### config.mk
export PLATFORM = sky130hd
export DESIGN_NAME = add_sub_top
export DESIGN_NICKNAME = d
export VERILOG_FILES = /design/src/rtl/add_sub_top.sv
export SDC_FILE = /design/constraint.sdc
export NUM_CORES = 1
export LEC_CHECK = 0
export BUFFER_PORTS_ARGS = -buffer_cell sky130_fd_sc_hd__clkbuf_2
export CAP_MARGIN = 20
export CORE_UTILIZATION = 26
export CTS_CLUSTER_SIZE = 25
export DETAILED_ROUTE_END_ITERATION = 10
export GPL_TIMING_DRIVEN = 0
export HOLD_SLACK_MARGIN = 0.08
export PLACE_DENSITY = 0.52
export SYNTH_ARGS = -nofsm -noshare
export SYNTH_HDL_FRONTEND = slang
export SYNTH_SLANG_ARGS = --single-unit
### constraint.sdc
create_clock -name clk -period 3.9 [get_ports clk]
set_input_delay 0.78 -clock clk [delete_from_list [all_inputs] [get_ports clk]]
set_output_delay 0.78 -clock clk [all_outputs]
set_load 0.01 [all_outputs]
### src/rtl/add_sub_top.sv
// add_sub_top: 6-bit signed adder/subtractor demo block.
// Operands are captured from switches while the load button is held; the
// result and its overflow flag are registered one cycle later. Six active-low
// seven-segment digits show the decimal magnitudes of A, B and the result,
// with sign LEDs and an overflow LED.
// Optional feature: define ADD_SUB_BLANK_ZERO_EN to blank tens digits that are 0.

module add_sub_top (
    input  logic       clk,
    input  logic       rst_n,
    input  logic [5:0] A,
    input  logic [5:0] B,
    input  logic       Add_Sub,
    input  logic       button,
    output logic [6:0] hex_A1,
    output logic [6:0] hex_A2,
    output logic [6:0] hex_B1,
    output logic [6:0] hex_B2,
    output logic [6:0] hex_Answer1,
    output logic [6:0] hex_Answer2,
    output logic       OF_LED,
    output logic       A_LED,
    output logic       B_LED,
    output logic       answer_LED
);

    // Two's-complement magnitude; -32 maps to 32, which still fits in 6 bits unsigned.
    function automatic logic [5:0] magnitude(input logic [5:0] v);
        logic [5:0] m;
        if (v[5]) begin
            m = (~v) + 6'd1;
        end else begin
            m = v;
        end
        return m;
    endfunction

    // Tens digit of a magnitude in the range 0..32.
    function automatic logic [1:0] tens_of(input logic [5:0] m);
        logic [1:0] t;
        if (m >= 6'd30) begin
            t = 2'd3;
        end else if (m >= 6'd20) begin
            t = 2'd2;
        end else if (m >= 6'd10) begin
            t = 2'd1;
        end else begin
            t = 2'd0;
        end
        return t;
    endfunction

    // Ones digit: subtract the tens contribution found by tens_of.
    function automatic logic [3:0] ones_of(input logic [5:0] m, input logic [1:0] t);
        logic [3:0] o;
        case (t)
            2'd0:    o = 4'(m);
            2'd1:    o = 4'(m - 6'd10);
            2'd2:    o = 4'(m - 6'd20);
            2'd3:    o = 4'(m - 6'd30);
            default: o = 4'hF;
        endcase
        return o;
    endfunction

    // Active-low segment pattern, bit order {g,f,e,d,c,b,a}; non-decimal codes blank.
    function automatic logic [6:0] seg7(input logic [3:0] d);
        logic [6:0] s;
        case (d)
            4'd0:    s = 7'b1000000;
            4'd1:    s = 7'b1111001;
            4'd2:    s = 7'b0100100;
            4'd3:    s = 7'b0110000;
            4'd4:    s = 7'b0011001;
            4'd5:    s = 7'b0010010;
            4'd6:    s = 7'b0000010;
            4'd7:    s = 7'b1111000;
            4'd8:    s = 7'b0000000;
            4'd9:    s = 7'b0010000;
            default: s = 7'b1111111;
        endcase
        return s;
    endfunction

    // Tens-digit pattern, optionally blanking a leading zero.
    function automatic logic [6:0] tens_seg(input logic [1:0] t);
        logic [6:0] s;
`ifdef ADD_SUB_BLANK_ZERO_EN
        if (t == 2'd0) begin
            s = 7'b1111111;
        end else begin
            s = seg7({2'b00, t});
        end
`else
        s = seg7({2'b00, t});
`endif
        return s;
    endfunction

    logic [5:0] a_r;
    logic [5:0] b_r;
    logic       op_r;
    logic [5:0] res_r;
    logic       of_r;

    logic [5:0] b_eff_s;
    logic [5:0] sum_s;
    logic       of_s;

    // Operand register: load while button is held, otherwise hold.
    always_ff @(posedge clk) begin
        if (!rst_n) begin
            a_r  <= 6'd0;
            b_r  <= 6'd0;
            op_r <= 1'b0;
        end else if (button) begin
            a_r  <= A;
            b_r  <= B;
            op_r <= Add_Sub;
        end else begin
            a_r  <= a_r;
            b_r  <= b_r;
            op_r <= op_r;
        end
    end

    // Add or subtract (A + ~B + 1) and detect signed overflow.
    always_comb begin
        b_eff_s = 6'd0;
        sum_s   = 6'd0;
        of_s    = 1'b0;
        if (op_r) begin
            b_eff_s = ~b_r;
        end else begin
            b_eff_s = b_r;
        end
        sum_s = a_r + b_eff_s + {5'd0, op_r};
        of_s  = (a_r[5] == b_eff_s[5]) && (sum_s[5] != a_r[5]);
    end

    // Result register: recomputed from the operand registers every cycle.
    always_ff @(posedge clk) begin
        if (!rst_n) begin
            res_r <= 6'd0;
            of_r  <= 1'b0;
        end else begin
            res_r <= sum_s;
            of_r  <= of_s;
        end
    end

    logic [5:0] mag_a_s;
    logic [5:0] mag_b_s;
    logic [5:0] mag_r_s;
    logic [1:0] ten_a_s;
    logic [1:0] ten_b_s;
    logic [1:0] ten_r_s;

    // Display decode straight from the registers so digits track with minimal latency.
    always_comb begin
        mag_a_s     = magnitude(a_r);
        mag_b_s     = magnitude(b_r);
        mag_r_s     = magnitude(res_r);
        ten_a_s     = tens_of(mag_a_s);
        ten_b_s     = tens_of(mag_b_s);
        ten_r_s     = tens_of(mag_r_s);
        hex_A1      = seg7(ones_of(mag_a_s, ten_a_s));
        hex_A2      = tens_seg(ten_a_s);
        hex_B1      = seg7(ones_of(mag_b_s, ten_b_s));
        hex_B2      = tens_seg(ten_b_s);
        hex_Answer1 = seg7(ones_of(mag_r_s, ten_r_s));
        hex_Answer2 = tens_seg(ten_r_s);
        A_LED       = a_r[5];
        B_LED       = b_r[5];
        answer_LED  = res_r[5];
        OF_LED      = of_r;
    end

endmodule

-- Word level (Yosys, flattened, before mapping)
Memories as Yosys holds them, arrays and structs flattened.
Index checks and enable logic that the tools add are counted.
- reduce and logical (&&, ||, !) cells: 4
- equal/unequal tests: 11
- magnitude comparators: 9
- muxes and demuxes: 19
- add/subtract/negate cells: 14
- bitwise operators: 3
- operators with widths (cell ; count):
    case mux 7 bit (4 select lines) ; 3
    case mux 4 bit (4 select lines) ; 3
    >= comparator 6 x 5 -> 1 bit (second input constant) ; 6
    2-to-1 mux 6 bit ; 4
    subtractor 4 bit (second input constant) ; 6
    adder 6 x 1 -> 6 bit (second input constant) ; 3
    >= comparator 6 x 4 -> 1 bit (second input constant) ; 3
    NOT 6 bit ; 3
    == test 2 bit (second input constant) ; 6
    2-to-1 mux 2 bit ; 6
    subtractor 4 x 3 -> 4 bit (second input constant) ; 3
    adder 6 x 1 -> 6 bit ; 1
    adder 6 bit ; 1
    == test 2 x 1 -> 1 bit (second input constant) ; 3
    zero test 2 bit ; 3
    2-to-1 mux 1 bit ; 3
    == test 1 bit ; 1
    logical AND 1 bit ; 1
    inequality test 1 bit ; 1
- bits in read-only memories: 336
- bits of input ports: 16
- logic and storage cells: 68
- bits in registers: 20
- output and inout bits: 46
- memories: 3
- memory list (memory ; depth ; bits a word ; rd ports ; clocked after Yosys merged registers in ; write ports ; RTL line ; RTL):
    (no name shown) ; 16 ; 7 ; 1 ; 0 ; 0 ; 69 ; case (d)
    (no name shown) ; 16 ; 7 ; 1 ; 0 ; 0 ; 69 ;
    (no name shown) ; 16 ; 7 ; 1 ; 0 ; 0 ; 69 ;

-- Longest topological paths before layout
Gate-level depths: netlist (run 1).
An unclocked memory read counts as a cell.
- word-level depth: 10
- mapped depth: 16

-- Worst setup path before layout (run 1)
OpenSTA, ideal clock, no wires.
- path type: flip-flop to output port
- from: register a_r[0]
- to: output port hex_A1[5]
- data arrival time: 3485 ps
- stages on the path, launching flop included: 16
- buffers on the path: 1
- required time: 3120 ps
- path slack: -365 ps
- cell sequence: dfxtp_1 clkbuf_1 inv_1 ha_1 nor2b_1 xnor2_1 ha_1 or3b_2 a21boi_2 o211ai_2 xnor2_1 inv_1 ha_1 inv_1 mux2i_1 a21oi_1
- cells in the longest elaborated chain, start to end: 10
- elaborated cells between the ends (all ways): 18
- those cells by class: add/sub: 4; order compare: 3; eq/ne: 3; mux: 5; bitwise: 1; reduce/logical: 1; memory: 1
- ends and longest elaborated chain (what ; RTL line ; RTL):
    start, declared ; 100 ; logic [5:0] a_r;
    start signal, assigned ; 121 ; a_r <= a_r;
    NOT 6 bit ; 31 ; m = (~v) + 6'd1;
    adder 6 x 1 -> 6 bit ; 31 ;
    2-to-1 mux 6 bit * ; 30 ; if (v[5]) begin
    >= comparator 6 x 4 -> 1 bit ; 45 ; end else if (m >= 6'd10) begin
    2-to-1 mux 1 bit ; 45 ;
    2-to-1 mux 2 bit ; 43 ; end else if (m >= 6'd20) begin
    2-to-1 mux 2 bit ; 41 ; if (m >= 6'd30) begin
    == test 2 bit, or another cell as far along ; 56 ; case (t)
    case mux 4 bit (4 select lines) * ; 56 ;
    memory (16 x 7 bit) * ; - ;
    end, declared ; 15 ; output logic [6:0] hex_A1,
Mark *: on every way between the ends. The rest lies on a longest branch, timed or not.

-- Worst setup path after layout (run 1)
- from: register a_r[1]
- to: output port hex_A1[4]
Same word-level chain as after synthesis.

==> impl_metrics.toml, run 1 <==
[outcome]
outcome = "finished, violations left"
violations = "setup timing"

[setup_path]
start_kind = "flip-flop"
cp_slowest_cell = "nor3b_4"
end_kind = "primary output"
cpPeakStageDelay_ns = 0.46
crit_family = "compound AO/OA/AOI/OAI gates"
crit_path_max_fanout = 5
crit_chain = "buf_6, inv_2, ha_4, buf_4, and2_1, a221oi_4, buf_4, a311oi_4, nor3b_4, o31ai_4, a221oi_4, mux2_4, buf_6"
required_ns = 3.12
criticalPathCategory = "flip-flop to primary output"
arrival_ns = 3.35
crit_buf_inv = 5

[final_layout]
areaGrowthSynthToFinish_pct = 55.21
final_common_cell = "buf_4"
final_cell_mix = "71 x buf_4, 48 x clkbuf_2, 25 x mux2i_1"
regArea_um2 = 416.7
fin_util = 0.4206
insertedDiodeCount = 0
final_cells = 639
fill_cells = 1073
fin_area_um2 = 4639
drive_above_1_share = 0.5050
final_nets = 549
multi_input_area_um2 = 2754

[floorplan]
die_x_um = 109.2
start_util = 0.2710
ios = 62
fp.dieH_um = 109.2
core_area_um2 = 11030
dieArea_um2 = 11930
row_count = 38

[placement]
dpl_cell_area_um2 = 3497
dp_hpwl_um = 5574
place_congestion = 0.8441
place_inst = 568
pre_cts_ws_ns = -0.5485
io_buffers = 56

[synth]
synthAdderAreaFrac = 0.1406
synthArstFlopShare = 0
synth_xor_area_frac = 0.06990
syn_inst = 370
ys_seq_area_frac = 0.1339
yosys_warnings = 0
synthMuxAreaShare = 0.1097
synth-compound-area-share = 0.2177
synth_top_family_by_area = "simple AND/OR/NAND/NOR gates"
synthesis.area_um2 = 2989
yosys.area_share.simple = 0.2277
post_synth.cell_area_avg_um2 = 8.079
synthDistinctLibCells = 79
synth-edff-count = 0
ys.flop_type = "dfxtp_1"
synth_seq_cells = 20

[routing]
drt_iter0_markers = 110
drc = 0
first_pass_iters = 4
avgRoutedWirePerCell_um = 12.88
drtAntennaViolNets = 0
totalWireLength_um = 8230
via_per_inst = 4.720
vias = 3016

[sta]
fmax_mhz = 242.4
period_needed_ns = 4.125
fin_crit_sh = 1.058
maxSlewHeadroom = 0.4892
tightest_slew_ns = 0.7662
skew_ns = 0.001729
setup_slack_ns = -0.2250
hold_viol_final = 0
setup_viol = 7
finalMaxSlewViolations = 0
rsz0062_at_grt = "yes"

[clock_tree]
cts_tree = "built"
clockBufferDepth = 2
htree_levels = 1
cts_root_buf = "clkbuf_16"
clk_latency_ns = 0.25
cts_buffers = 3
path_clk_slew_ns = 0.05
cts.sinks = 20

[flow_run]
maxCapViolations = 0

[global_route]
grt_pass1_vias = 2919
grt_overflow = 0
antenna_found_initial = 0
grt_max_degree = 13
grt_pass1_wl_um = 13210
grt_usage = 0.1356

[power_and_ir_drop]
leakage_nw = 2.113
vdd_drop_max_mv = 0.3195
power_w = 0.002058
power_density_nw_per_um2 = 443.6

[hold_path]
hp-class = "flip-flop to flip-flop"
==> Yosys cell counts, types with 9 or more instances <==
master	n	area, um2
buf_2	11	55.05
mux2i_1	26	260.3
a21oi_1	19	95.09
nor2_1	22	82.58
o21ai_1	9	45.04
inv_1	30	112.6
nor2b_1	23	143.9
dfxtp_1	20	400.4
xnor2_1	11	96.34
and2_1	10	62.56
ha_1	32	400.4
nand2_1	16	60.06
xor2_1	11	96.34
==> repair_timing <==
item | in CTS | in global routing
pin swaps | 32 | 35
buffers inserted | 53 | 18
hold buffers | 0 | 0
endpoints found under the setup margin | 22 | 21
resized for setup | 70 | 58
gates cloned | 1 | 0
==> cell families after synthesis <==
logic type | Yosys count
buffers and inverters | 62
adders and majority gates | 33
xor gates and xnor gates | 23
other | 1
muxes | 32
AOI/OAI and AO/OA | 85
and+or+nand+nor | 114
DFF | 20
==> area by class of cell <==
type,instances,area share
multi-input combinational,290,0.5936
clock buffer,3,0.01618
inverter,33,0.02994
tap,140,0.03776
clock inverter,1,0.006472
buffer,27,0.04288
timing repair buffer,125,0.1834
sequential,20,0.08981
==> metrics by stage <==
| stage | hold slack, ns | setup TNS, ns |
|---|---|---|
| floorplan | 0.5289 | -0.01695 |
| global route | 0.6581 | -2.689 |
| CTS | 0.5979 | -0.9063 |
| global placement | 0.5623 | -8.646 |
| detailed placement | 0.5919 | -9.489 |
| finish | 0.5962 | -1.118 |
==> worst reg2reg max path, cell delays in order, from the launching register on <==
cell and delay (ns):
dfxtp_2 0.32, buf_6 0.11, buf_12 0.11, buf_4 0.15, xor2_1 0.21, ha_1 0.27, inv_1 0.05, o21bai_1 0.06
a21oi_1 0.22, o21bai_1 0.09, a21oi_1 0.27, o21ai_0 0.14, and2_1 0.16
==> registers in the layout, summed over array words and instances (netlist names) <==
name    count
op_r        1
a_r         6
OF_LED      1
b_r         6
res_r       6
==> power by group <==
| part | total, W | switching, W | leakage (nW) | internal (W) |
|---|---|---|---|---|
| logic | 0.00154 | 0.000769 | 1.89 | 0.000774 |
| clock network | 0.000278 | 0.0000743 | 0.0511 | 0.000203 |
| registers | 0.000238 | 0.0000169 | 0.168 | 0.000221 |
==> layer usage <==
metal	up-vias	routed length (um)	GRT usage
met5	-	0	0
met4	0	52	0.01333
met3	6	271	0.01733
met2	58	4233	0.2529
met1	1407	3673	0.1698
li1	1545	-	-
==> path summary, 6_finish.rpt <==
path                    endpoint  cells after the start  slack, ns                 from
max                    hex_A1[4]                     13      -0.23  a_r[1]$_SDFFE_PN0P_
min          a_r[4]$_SDFFE_PN0P_                      2       0.60  a_r[4]$_SDFFE_PN0P_
max reg2reg    OF_LED$_SDFF_PN0_                     12       1.63  b_r[1]$_SDFFE_PN0P_
min reg2reg  a_r[4]$_SDFFE_PN0P_                      2       0.60  a_r[4]$_SDFFE_PN0P_
Note: power is estimated with default switching activity, not from simulation.
==> inputs of run 2 (changes only) <==
--- a/config.mk
+++ b/config.mk
@@ -13,6 +13,7 @@
 export GPL_TIMING_DRIVEN = 0
 export HOLD_SLACK_MARGIN = 0.08
 export PLACE_DENSITY = 0.52
+export SETUP_SLACK_MARGIN = 0.2
 export SYNTH_ARGS = -nofsm -noshare
 export SYNTH_HDL_FRONTEND = slang
 export SYNTH_SLANG_ARGS = --single-unit
==> run 2 against run 1 <==
Effect of this change:
- the flow still finishes with violations (setup timing)
- core utilization increased by 3.3 points
- largest cell class unchanged
- count of clock-buffer cells in the layout unchanged
- sequential share of layout area decreased by 0.54 points
- critical path depth increased by 3
- final cell count increased by 2.0%
- combinational power increased by 13%
- die area unchanged
- register-to-register slack got worse by 0.07 ns
- first-iteration DRC count increased by 12%
==> impl_metrics.toml, run 2 (synthesis gave the netlist of run 1 again) <==
[setup_path]
end_kind = "primary output"
crit_buf_inv = 5
required_ns = 3.12
crit_family = "compound AO/OA/AOI/OAI gates"
cp_slowest_cell = "or3b_4"
cpPeakStageDelay_ns = 0.39
r2r_setup_slack_ns = 1.56
start_kind = "flip-flop"
arrival_ns = 3.28
crit_path_max_fanout = 4
crit_chain = "clkbuf_16, clkinv_8, ha_4, or3b_4, a221oi_4, a21oi_2, nor3_4, a21oi_2, ha_2, inv_2, o31a_1, nor4_4, a221oi_4, buf_12, mux2_4, clkbuf_2"
criticalPathCategory = "flip-flop to primary output"

[sta]
period_needed_ns = 4.057
skew_ns = 0.004618
holdWs_ns = 0.5852
finalSetupTns_ns = -0.9603
hold_viol_final = 0
tightest_slew_ns = 0.8122
maxSlewHeadroom = 0.4585
setup_viol = 7
rsz0062_at_grt = "yes"
fin_crit_sh = 1.040
fmax_mhz = 246.5
finalMaxSlewViolations = 0
setup_slack_ns = -0.1570

[power_and_ir_drop]
p_sw_w = 0.0009314
power_w = 0.002186
vdd_drop_max_mv = 0.3781
p_clk_frac = 0.093
p_seq_frac = 0.109
power_density_nw_per_um2 = 436.4
leakage_nw = 2.231
internal_power_w = 0.001254
comb_power_share = 0.798
power.share.switching = 0.4261

[global_route]
antenna_found_initial = 0
grt_max_degree = 11
grt_pass1_wl_um = 13390
grt_pass1_vias = 2869
grt_overflow = 0
grt_usage = 0.1377

[final_layout]
final_cells = 652
final_cell_mix = "74 x buf_4, 46 x clkbuf_2, 21 x nor2b_1, 21 x mux2i_1, 20 x nor2_1"
final_nets = 563
drive_above_1_share = 0.5723
insertedDiodeCount = 0
final_common_cell = "buf_4"
fin_util = 0.4541
fill_cells = 1047
reg_top3 = "a_r (6), b_r (6), res_r (6)"
areaGrowthSynthToFinish_pct = 67.56

[routing]
drc = 0
drtAntennaViolNets = 0
totalWireLength_um = 8446
via_per_inst = 4.692
drt_iter0_markers = 123
avgRoutedWirePerCell_um = 12.95
first_pass_iters = 4
vias = 3059

[hold_path]
hp-class = "flip-flop to flip-flop"

[placement]
place_inst = 568
dp_hpwl_um = 5667
io_buffers = 56
place_congestion = 0.7758

[clock_tree]
cts_root_buf = "clkbuf_16"
cts_buffers = 3
path_clk_slew_ns = 0.05
htree_levels = 1
cts.sinks = 20
holdBufCountCts = 0
cts_tree = "built"
clockBufferDepth = 2
clk_latency_ns = 0.25

[outcome]
outcome = "finished, violations left"
violations = "setup timing"

[flow_run]
maxCapViolations = 0

[floorplan]
start_util = 0.2710
fp.dieH_um = 109.2
core_area_um2 = 11030
ios = 62
die_x_um = 109.2
row_count = 38
dieArea_um2 = 11930
## run 2: changes by cell type in the layout (fill, tap and decap cells not counted), moves of 4 or more
| cell | delta |
|---|---|
| ha_4 | +5 |
| a21oi_1 | -5 |
| ha_1 | -6 |
| mux2i_1 | -4 |
| mux2i_2 | +4 |
| buf_6 | +6 |
| a21oi_2 | +5 |
| o21ai_1 | -4 |
## run 2: metal layers
| metal | share of wire | global-route usage |
|---|---|---|
| met1 | 0.48 | 0.1872 |
| met2 | 0.49 | 0.2390 |
| met3 | 0.026 | 0.01853 |
| met4 | 0.0052 | 0.01143 |
| met5 | 0 | 0 |
## run 2: final timing paths
kind	start	to	cells after the start
min reg2reg	a_r[4]$_SDFFE_PN0P_	a_r[4]$_SDFFE_PN0P_	2
max	a_r[0]$_SDFFE_PN0P_	hex_A1[4]	16
min	a_r[4]$_SDFFE_PN0P_	a_r[4]$_SDFFE_PN0P_	2
max reg2reg	b_r[1]$_SDFFE_PN0P_	OF_LED$_SDFF_PN0_	12
## run 2: layout make-up
cell class | count | area (um2) | area share
Buffer | 29 | 239.0 | 0.04771
Clock buffer | 3 | 75.07 | 0.01499
Inverter | 33 | 155.1 | 0.03098
Multi-Input combinational cell | 291 | 2967 | 0.5923
Sequential cell | 20 | 422.9 | 0.08444
Tap cell | 140 | 175.2 | 0.03497
Timing Repair Buffer | 136 | 974.7 | 0.1946
## run 2: what timing repair did
| item | CTS | global route |
|---|---|---|
| setup buffers | 60 | 19 |
| resized for setup | 105 | 37 |
| setup endpoints to repair | 22 | 21 |
| endpoints found under the hold margin | 0 | 0 |
| cloned | 2 | 0 |
| pin swaps | 50 | 30 |
## run 2: tightest hold or removal path: cells and delay by family (launching register included)
kind | cells | cell delay (ns)
DFF | 1 | 0.35
muxes | 1 | 0.13
and+or+nand+nor | 1 | 0.06
## run 2: power by group through the flow
stage                     logic [W]  registers, W  clock network, W
after floorplan            0.000885      0.000238                 0
after global placement      0.00120      0.000240                 0
after detailed placement    0.00121      0.000240                 0
after CTS                   0.00161      0.000238          0.000211
after global routing        0.00190      0.000242          0.000220
final                       0.00174      0.000239          0.000203
## run 2: stage by stage
step	worst slack [ns]	cell area [um2]
6_report	-0.1570	5009
3_3_place_gp	-0.3382	3691
5_1_grt	-0.3277	5009
4_1_cts	-0.1790	4745
2_1_floorplan	0.1351	3236
3_5_place_dp	-0.3865	3691
